===== src/rtl/wb_initiator_if.sv =====
// Bundle of the command, response and Wishbone signals of wb_initiator.
// The master modport is the initiator's view. The slave modport is the view of
// whatever drives commands, consumes responses and models the Wishbone target.
interface wb_initiator_if #(
  parameter int ADDR_W = 28
);
  // command stream
  logic              cmd_valid;
  logic              cmd_ready;
  logic              cmd_we;
  logic [ADDR_W-1:0] cmd_addr;
  logic [3:0]        cmd_sel;
  logic [31:0]       cmd_data;
  // response stream
  logic              rsp_valid;
  logic              rsp_ready;
  logic [31:0]       rsp_data;
  logic              rsp_err;
  // Wishbone classic bus
  logic              wbm_cyc_o;
  logic              wbm_stb_o;
  logic              wbm_we_o;
  logic [3:0]        wbm_sel_o;
  logic [ADDR_W-1:0] wbm_adr_o;
  logic [31:0]       wbm_dat_o;
  logic              wbm_ack_i;
  logic [31:0]       wbm_dat_i;

  modport master (
    input  cmd_valid, cmd_we, cmd_addr, cmd_sel, cmd_data, rsp_ready,
           wbm_ack_i, wbm_dat_i,
    output cmd_ready, rsp_valid, rsp_data, rsp_err,
           wbm_cyc_o, wbm_stb_o, wbm_we_o, wbm_sel_o, wbm_adr_o, wbm_dat_o
  );

  modport slave (
    output cmd_valid, cmd_we, cmd_addr, cmd_sel, cmd_data, rsp_ready,
           wbm_ack_i, wbm_dat_i,
    input  cmd_ready, rsp_valid, rsp_data, rsp_err,
           wbm_cyc_o, wbm_stb_o, wbm_we_o, wbm_sel_o, wbm_adr_o, wbm_dat_o
  );
endinterface


===== src/rtl/wb_initiator.sv =====
// Single-outstanding Wishbone classic-cycle initiator.
// Turns each accepted command into one read or write cycle and returns the read
// data, or a timeout error, on the response stream. Every output is registered.
module wb_initiator #(
  parameter int ADDR_W  = 28,
  parameter int TIMEOUT = 255
) (
  input  logic            clk,
  input  logic            rst_n,
  wb_initiator_if.master  bus,
  output logic [7:0]      timeout_cnt
);

  typedef enum logic [1:0] {IDLE, BUS, RESP} state_t;

  localparam bit          TIMEOUT_EN = (TIMEOUT != 0);
  localparam logic [15:0] TIMER_LAST = 16'(TIMEOUT - 1);

  state_t            state_q, state_d;
  logic              cmd_ready_q, cmd_ready_d;
  logic              rsp_valid_q, rsp_valid_d;
  logic              rsp_err_q, rsp_err_d;
  logic [31:0]       rsp_data_q, rsp_data_d;
  logic              cyc_q, cyc_d;
  logic              we_q, we_d;
  logic [3:0]        sel_q, sel_d;
  logic [ADDR_W-1:0] adr_q, adr_d;
  logic [31:0]       dat_q, dat_d;
  logic [15:0]       timer_q, timer_d;
  logic [7:0]        tcnt_q, tcnt_d;

  // State and output registers; reset drops the bus cycle without waiting for clk.
  always_ff @(posedge clk or negedge rst_n) begin
    if (!rst_n) begin
      state_q     <= IDLE;
      cmd_ready_q <= 1'b0;
      rsp_valid_q <= 1'b0;
      rsp_err_q   <= 1'b0;
      rsp_data_q  <= '0;
      cyc_q       <= 1'b0;
      we_q        <= 1'b0;
      sel_q       <= '0;
      adr_q       <= '0;
      dat_q       <= '0;
      timer_q     <= '0;
      tcnt_q      <= '0;
    end else begin
      state_q     <= state_d;
      cmd_ready_q <= cmd_ready_d;
      rsp_valid_q <= rsp_valid_d;
      rsp_err_q   <= rsp_err_d;
      rsp_data_q  <= rsp_data_d;
      cyc_q       <= cyc_d;
      we_q        <= we_d;
      sel_q       <= sel_d;
      adr_q       <= adr_d;
      dat_q       <= dat_d;
      timer_q     <= timer_d;
      tcnt_q      <= tcnt_d;
    end
  end

  // Next-state and next-output logic; every register holds unless a case changes it.
  always_comb begin
    state_d     = state_q;
    cmd_ready_d = cmd_ready_q;
    rsp_valid_d = rsp_valid_q;
    rsp_err_d   = rsp_err_q;
    rsp_data_d  = rsp_data_q;
    cyc_d       = cyc_q;
    we_d        = we_q;
    sel_d       = sel_q;
    adr_d       = adr_q;
    dat_d       = dat_q;
    timer_d     = timer_q;
    tcnt_d      = tcnt_q;

    unique case (state_q)
      IDLE: begin
        cmd_ready_d = 1'b1;
        if (bus.cmd_valid && cmd_ready_q) begin
          we_d        = bus.cmd_we;
          adr_d       = bus.cmd_addr;
          sel_d       = bus.cmd_sel;
          dat_d       = bus.cmd_data;
          cyc_d       = 1'b1;
          cmd_ready_d = 1'b0;
          timer_d     = '0;
          state_d     = BUS;
        end
      end

      BUS: begin
        // Ack is tested first so it beats a timeout expiring on the same edge.
        if (bus.wbm_ack_i) begin
          cyc_d       = 1'b0;
          we_d        = 1'b0;
          rsp_data_d  = we_q ? '0 : bus.wbm_dat_i;
          rsp_err_d   = 1'b0;
          rsp_valid_d = 1'b1;
          state_d     = RESP;
        end else if (TIMEOUT_EN && (timer_q == TIMER_LAST)) begin
          cyc_d       = 1'b0;
          we_d        = 1'b0;
          rsp_data_d  = '0;
          rsp_err_d   = 1'b1;
          rsp_valid_d = 1'b1;
          if (tcnt_q != '1) begin
            tcnt_d = tcnt_q + 8'd1;
          end
          state_d     = RESP;
        end else if (timer_q != '1) begin
          timer_d = timer_q + 16'd1;
        end
      end

      RESP: begin
        if (bus.rsp_ready) begin
          rsp_valid_d = 1'b0;
          cmd_ready_d = 1'b1;
          state_d     = IDLE;
        end
      end

      default: begin
        state_d = IDLE;
      end
    endcase
  end

  assign bus.cmd_ready = cmd_ready_q;
  assign bus.rsp_valid = rsp_valid_q;
  assign bus.rsp_err   = rsp_err_q;
  assign bus.rsp_data  = rsp_data_q;
  assign bus.wbm_cyc_o = cyc_q;
  assign bus.wbm_stb_o = cyc_q;
  assign bus.wbm_we_o  = we_q;
  assign bus.wbm_sel_o = sel_q;
  assign bus.wbm_adr_o = adr_q;
  assign bus.wbm_dat_o = dat_q;
  assign timeout_cnt   = tcnt_q;

endmodule


===== src/flat_wrapper.sv =====
// flat-port wrapper written by rule: the top's interface ports become plain ports
module wb_initiator_flat 
#(
  parameter int ADDR_W  = 28,
  parameter int TIMEOUT = 255
)
  (clk, rst_n, timeout_cnt, bus_cmd_valid, bus_cmd_we, bus_cmd_addr, bus_cmd_sel, bus_cmd_data, bus_rsp_ready, bus_wbm_ack_i, bus_wbm_dat_i, bus_cmd_ready, bus_rsp_valid, bus_rsp_data, bus_rsp_err, bus_wbm_cyc_o, bus_wbm_stb_o, bus_wbm_we_o, bus_wbm_sel_o, bus_wbm_adr_o, bus_wbm_dat_o);
  wb_initiator_if #(.ADDR_W(ADDR_W)) bus_i ();
  input  logic clk;
  input  logic rst_n;
  output logic [7:0] timeout_cnt;
  input wire logic [$bits(bus_i.cmd_valid)-1:0] bus_cmd_valid;
  input wire logic [$bits(bus_i.cmd_we)-1:0] bus_cmd_we;
  input wire logic [$bits(bus_i.cmd_addr)-1:0] bus_cmd_addr;
  input wire logic [$bits(bus_i.cmd_sel)-1:0] bus_cmd_sel;
  input wire logic [$bits(bus_i.cmd_data)-1:0] bus_cmd_data;
  input wire logic [$bits(bus_i.rsp_ready)-1:0] bus_rsp_ready;
  input wire logic [$bits(bus_i.wbm_ack_i)-1:0] bus_wbm_ack_i;
  input wire logic [$bits(bus_i.wbm_dat_i)-1:0] bus_wbm_dat_i;
  output wire logic [$bits(bus_i.cmd_ready)-1:0] bus_cmd_ready;
  output wire logic [$bits(bus_i.rsp_valid)-1:0] bus_rsp_valid;
  output wire logic [$bits(bus_i.rsp_data)-1:0] bus_rsp_data;
  output wire logic [$bits(bus_i.rsp_err)-1:0] bus_rsp_err;
  output wire logic [$bits(bus_i.wbm_cyc_o)-1:0] bus_wbm_cyc_o;
  output wire logic [$bits(bus_i.wbm_stb_o)-1:0] bus_wbm_stb_o;
  output wire logic [$bits(bus_i.wbm_we_o)-1:0] bus_wbm_we_o;
  output wire logic [$bits(bus_i.wbm_sel_o)-1:0] bus_wbm_sel_o;
  output wire logic [$bits(bus_i.wbm_adr_o)-1:0] bus_wbm_adr_o;
  output wire logic [$bits(bus_i.wbm_dat_o)-1:0] bus_wbm_dat_o;
  assign bus_i.cmd_valid = bus_cmd_valid;
  assign bus_i.cmd_we = bus_cmd_we;
  assign bus_i.cmd_addr = bus_cmd_addr;
  assign bus_i.cmd_sel = bus_cmd_sel;
  assign bus_i.cmd_data = bus_cmd_data;
  assign bus_i.rsp_ready = bus_rsp_ready;
  assign bus_i.wbm_ack_i = bus_wbm_ack_i;
  assign bus_i.wbm_dat_i = bus_wbm_dat_i;
  assign bus_cmd_ready = bus_i.cmd_ready;
  assign bus_rsp_valid = bus_i.rsp_valid;
  assign bus_rsp_data = bus_i.rsp_data;
  assign bus_rsp_err = bus_i.rsp_err;
  assign bus_wbm_cyc_o = bus_i.wbm_cyc_o;
  assign bus_wbm_stb_o = bus_i.wbm_stb_o;
  assign bus_wbm_we_o = bus_i.wbm_we_o;
  assign bus_wbm_sel_o = bus_i.wbm_sel_o;
  assign bus_wbm_adr_o = bus_i.wbm_adr_o;
  assign bus_wbm_dat_o = bus_i.wbm_dat_o;
  wb_initiator #(.ADDR_W(ADDR_W), .TIMEOUT(TIMEOUT)) u_core (.clk(clk), .rst_n(rst_n), .bus(bus_i), .timeout_cnt(timeout_cnt));
endmodule

===== config.mk =====
export PLATFORM = sky130hd
export DESIGN_NAME = wb_initiator_flat
export DESIGN_NICKNAME = d
export VERILOG_FILES = /design/src/rtl/wb_initiator_if.sv /design/src/rtl/wb_initiator.sv /design/src/flat_wrapper.sv
export SDC_FILE = /design/constraint.sdc
export NUM_CORES = 1
export LEC_CHECK = 0
export ABC_AREA = 1
export CORE_MARGIN = 8
export CORE_UTILIZATION = 41
export CTS_BUF_LIST = sky130_fd_sc_hd__clkbuf_8
export DETAILED_ROUTE_END_ITERATION = 7
export PLACE_DENSITY = 0.78
export SYNTH_ARGS = -nofsm -noshare
export SYNTH_HDL_FRONTEND = slang
export SYNTH_SLANG_ARGS = --single-unit
export TNS_END_PERCENT = 10

===== constraint.sdc =====
create_clock -name clk -period 1.5 [get_ports clk]
set_clock_uncertainty 0.05 [all_clocks]
set_input_delay 0.15 -clock clk [delete_from_list [all_inputs] [get_ports clk]]
set_output_delay 0.15 -clock clk [all_outputs]
set_load 0.02 [all_outputs]

==> flow_summary.toml <==
[route]
wl_met2_um = 9780
drtIter0Drc = 341
routed_via_density = 4.94
wl_per_cell_um = 17.3
drt-met1-wl_um = 6770
firstDrtPassIters = 4
wl_met3_um = 918
topRoutingLayerUsed = "met4"
drt-total-wl_um = 18000
postRouteAntennaNets = 0
vias = 5128
drc = 0

[cts]
worstSkewPairLatency_ps = 440
cts_buffers = 17
clk_pin_slew_ps = 90
root_buffer = "clkbuf_8"
cts.sinks = 127
cts_tree = "yes"
ctsLongestPathBuffers = 2
htreeDepth = 4

[layout]
layout_commonest_cell = "nand2_1"
fill_cells = 1026
drive_above_1_share = 0.283
area_growth_pct = 62.1
layout_common_cells = "nand2_1 (132), dfrtp_1 (127), dlygate4sd2_1 (102)"
final_util = 0.670
diodes = 0
final_nets = 953
final_area_sq_um = 9150

[grt]
grt_pass1_vias = 5411
grt_max_degree = 44
grt_overflow = 0
antenna_found_initial = 0
grt_pass1_wl_um = 27900
grt.total_usage = 0.197

[hold_path]
hold_class = "in -> async"

[yosys]
ys_types = 28
synth_fp_nets = 675
avgSynthCellArea_sq_um = 9.95
synth_cells = 567
ys_ff_latch = 127
seq_area_frac_synth = 0.563
synthesis.area_sq_um = 5640
ys_warn_count = 0

[timing]
fin_hold_ws_ps = 83.3
rsz0062_at_grt = "true"
finalCritPeriodShare = 1.12
drv_slew = 0
tightest_slew_ps = 321
setup_slack_ps = -179
finalCriticalPeriod_ps = 1680
hold_viol_final = 0
slew_headroom = 0.786
fmax_ghz = 0.596
setup_violations = 60

[setup_path]
rrSetupSlack_ps = -180
worst-path-buf-inv = 4
cpPeakStageDelay_ps = 380
cp_top_family = "buffers and inverters"
critPathMaxFanout = 9
crit_chain = "inv_1, ha_2, nand2_2, nor2_2, nand2_2, a21oi_4, buf_12, buf_12, buf_16, nand3_1, nand2_1"
path_class = "reg -> reg"
r2r_end = "u_core.bus.rsp_data[3]"
reg2reg_depth = 11
crit_required_ps = 1830
cp.arrival_ps = 2010
crit_slowest_cell = "dfrtp_1"
rr_startpoint = "u_core.timer_q[0]"
crit_path_end_kind = "register"
start_kind = "register"

[floorplanning]
start_util = 0.413
core_sq_um = 13700
die_area_sq_um = 17800
die_y_um = 133
io_pins = 212
die_w_um = 133
rows = 43

[status]
status = "finished, violations left"
violations = "negative setup slack"

[placement]
pre_cts_ws_ps = -256
gp_congestion = 0.886
port_buffers = 211
place_hpwl_um = 12900
place_area_sq_um = 8370

[power]
power_switching_uw = 6430
swShare = 0.387
ir_worst_vdd_v = 0.000938
p_leak_uw = 0.00444
power_density_nw_per_um2 = 1810
seq_power_share = 0.327
comb_power_share = 0.467
p_clk_frac = 0.206
internal_power_uw = 10200

[job]
maxCapViolCount = 0
registers in the layout, summed over array words and instances (netlist names):
signal                cells
u_core.state_q            2
u_core.bus.rsp_valid      1
u_core.timeout_cnt        8
u_core.timer_q           16
u_core.bus.wbm_sel_o      4
u_core.bus.rsp_data      32
u_core.bus.wbm_we_o       1
u_core.bus.wbm_adr_o     28
u_core.bus.rsp_err        1
u_core.bus.cmd_ready      1
u_core.bus.wbm_cyc_o      1
u_core.bus.wbm_dat_o     32
worst max path at each step:
stage          cells after the start                 endpoint               from
2_1_floorplan                     10  u_core.bus.rsp_data[10]  u_core.timer_q[0]
3_3_place_gp                       9       u_core.bus.rsp_err  u_core.timer_q[0]
3_5_place_dp                       9  u_core.bus.rsp_data[29]  u_core.timer_q[0]
4_1_cts                           11  u_core.bus.rsp_data[29]  u_core.timer_q[0]
5_1_grt                           11    u_core.timeout_cnt[2]  u_core.timer_q[0]
6_report                          11   u_core.bus.rsp_data[3]  u_core.timer_q[0]
metal layers:
metal  up-vias  GRT usage
met1      2529      0.210
li1       2413          -
met5         -          0
met4         0     0.0830
met3        34     0.0531
met2       152      0.358
synthesized netlist by cell type (all sizes together):
cell,number,area (sq um)
nand2,170,653
dfrtp,127,3180
mux2,64,721
nand3,64,325
nor2,49,191
inv,24,90.1
buf,15,110
o21ai,13,65.1
nor3,7,46.3
clkbuf,6,22.5
ha,6,75.1
a21oi,5,36.3
xnor2,5,43.8
nand3b,3,22.5
nand4,3,18.8
xor2,3,26.3
clkinv,1,3.75
o21a,1,7.51
o21bai,1,7.51
logic make-up after synthesis:
| family | after synthesis | share of synthesized area |
|---|---|---|
| xor+xnor | 8 | 0.0124 |
| mux | 64 | 0.128 |
| compound gates | 20 | 0.0206 |
| fa+ha+maj | 6 | 0.0133 |
| flops | 127 | 0.563 |
| buf+inv | 46 | 0.0401 |
| simple gates | 296 | 0.223 |
through the flow:
step	cells	total power [uW]	TNS, ps
finish	1038	16600	-7840
global route	1038	17400	-16190
CTS	1036	16600	-9200
detailed placement	992	13600	-10970
global placement	992	13300	-5480
floorplan	567	9510	-3900
power by group through the flow:
stage | combinational (uW) | sequential (uW) | clock (uW)
final | 7740 | 5430 | 3420
after global routing | 8230 | 5570 | 3630
after CTS | 7690 | 5390 | 3480
after detailed placement | 8080 | 5490 | 0
after global placement | 7880 | 5400 | 0
after floorplan | 2580 | 6940 | 0
what timing repair did:
item / in CTS / in global routing
setup endpoints to repair: 236 / 128
gates resized for setup: 147 / 57
gates cloned: 4 / 1
hold endpoints to repair: 127 / 0
buffers inserted: 7 / 3
hold buffers: 1 / 0
pin swaps: 11 / 9
final cells by class:
class	instances	area [sq um]	share of cell area
flip-flops and latches	127	3180	0.347
repair buffers	278	2670	0.292
multi-input cells	395	2490	0.273
clock buffers	18	248	0.0271
well taps	180	225	0.0246
clock inverters	14	213	0.0232
inverters	25	113	0.0123
repair inverters	1	11.3	0.00123
Note: power is estimated with default switching activity, not from simulation.
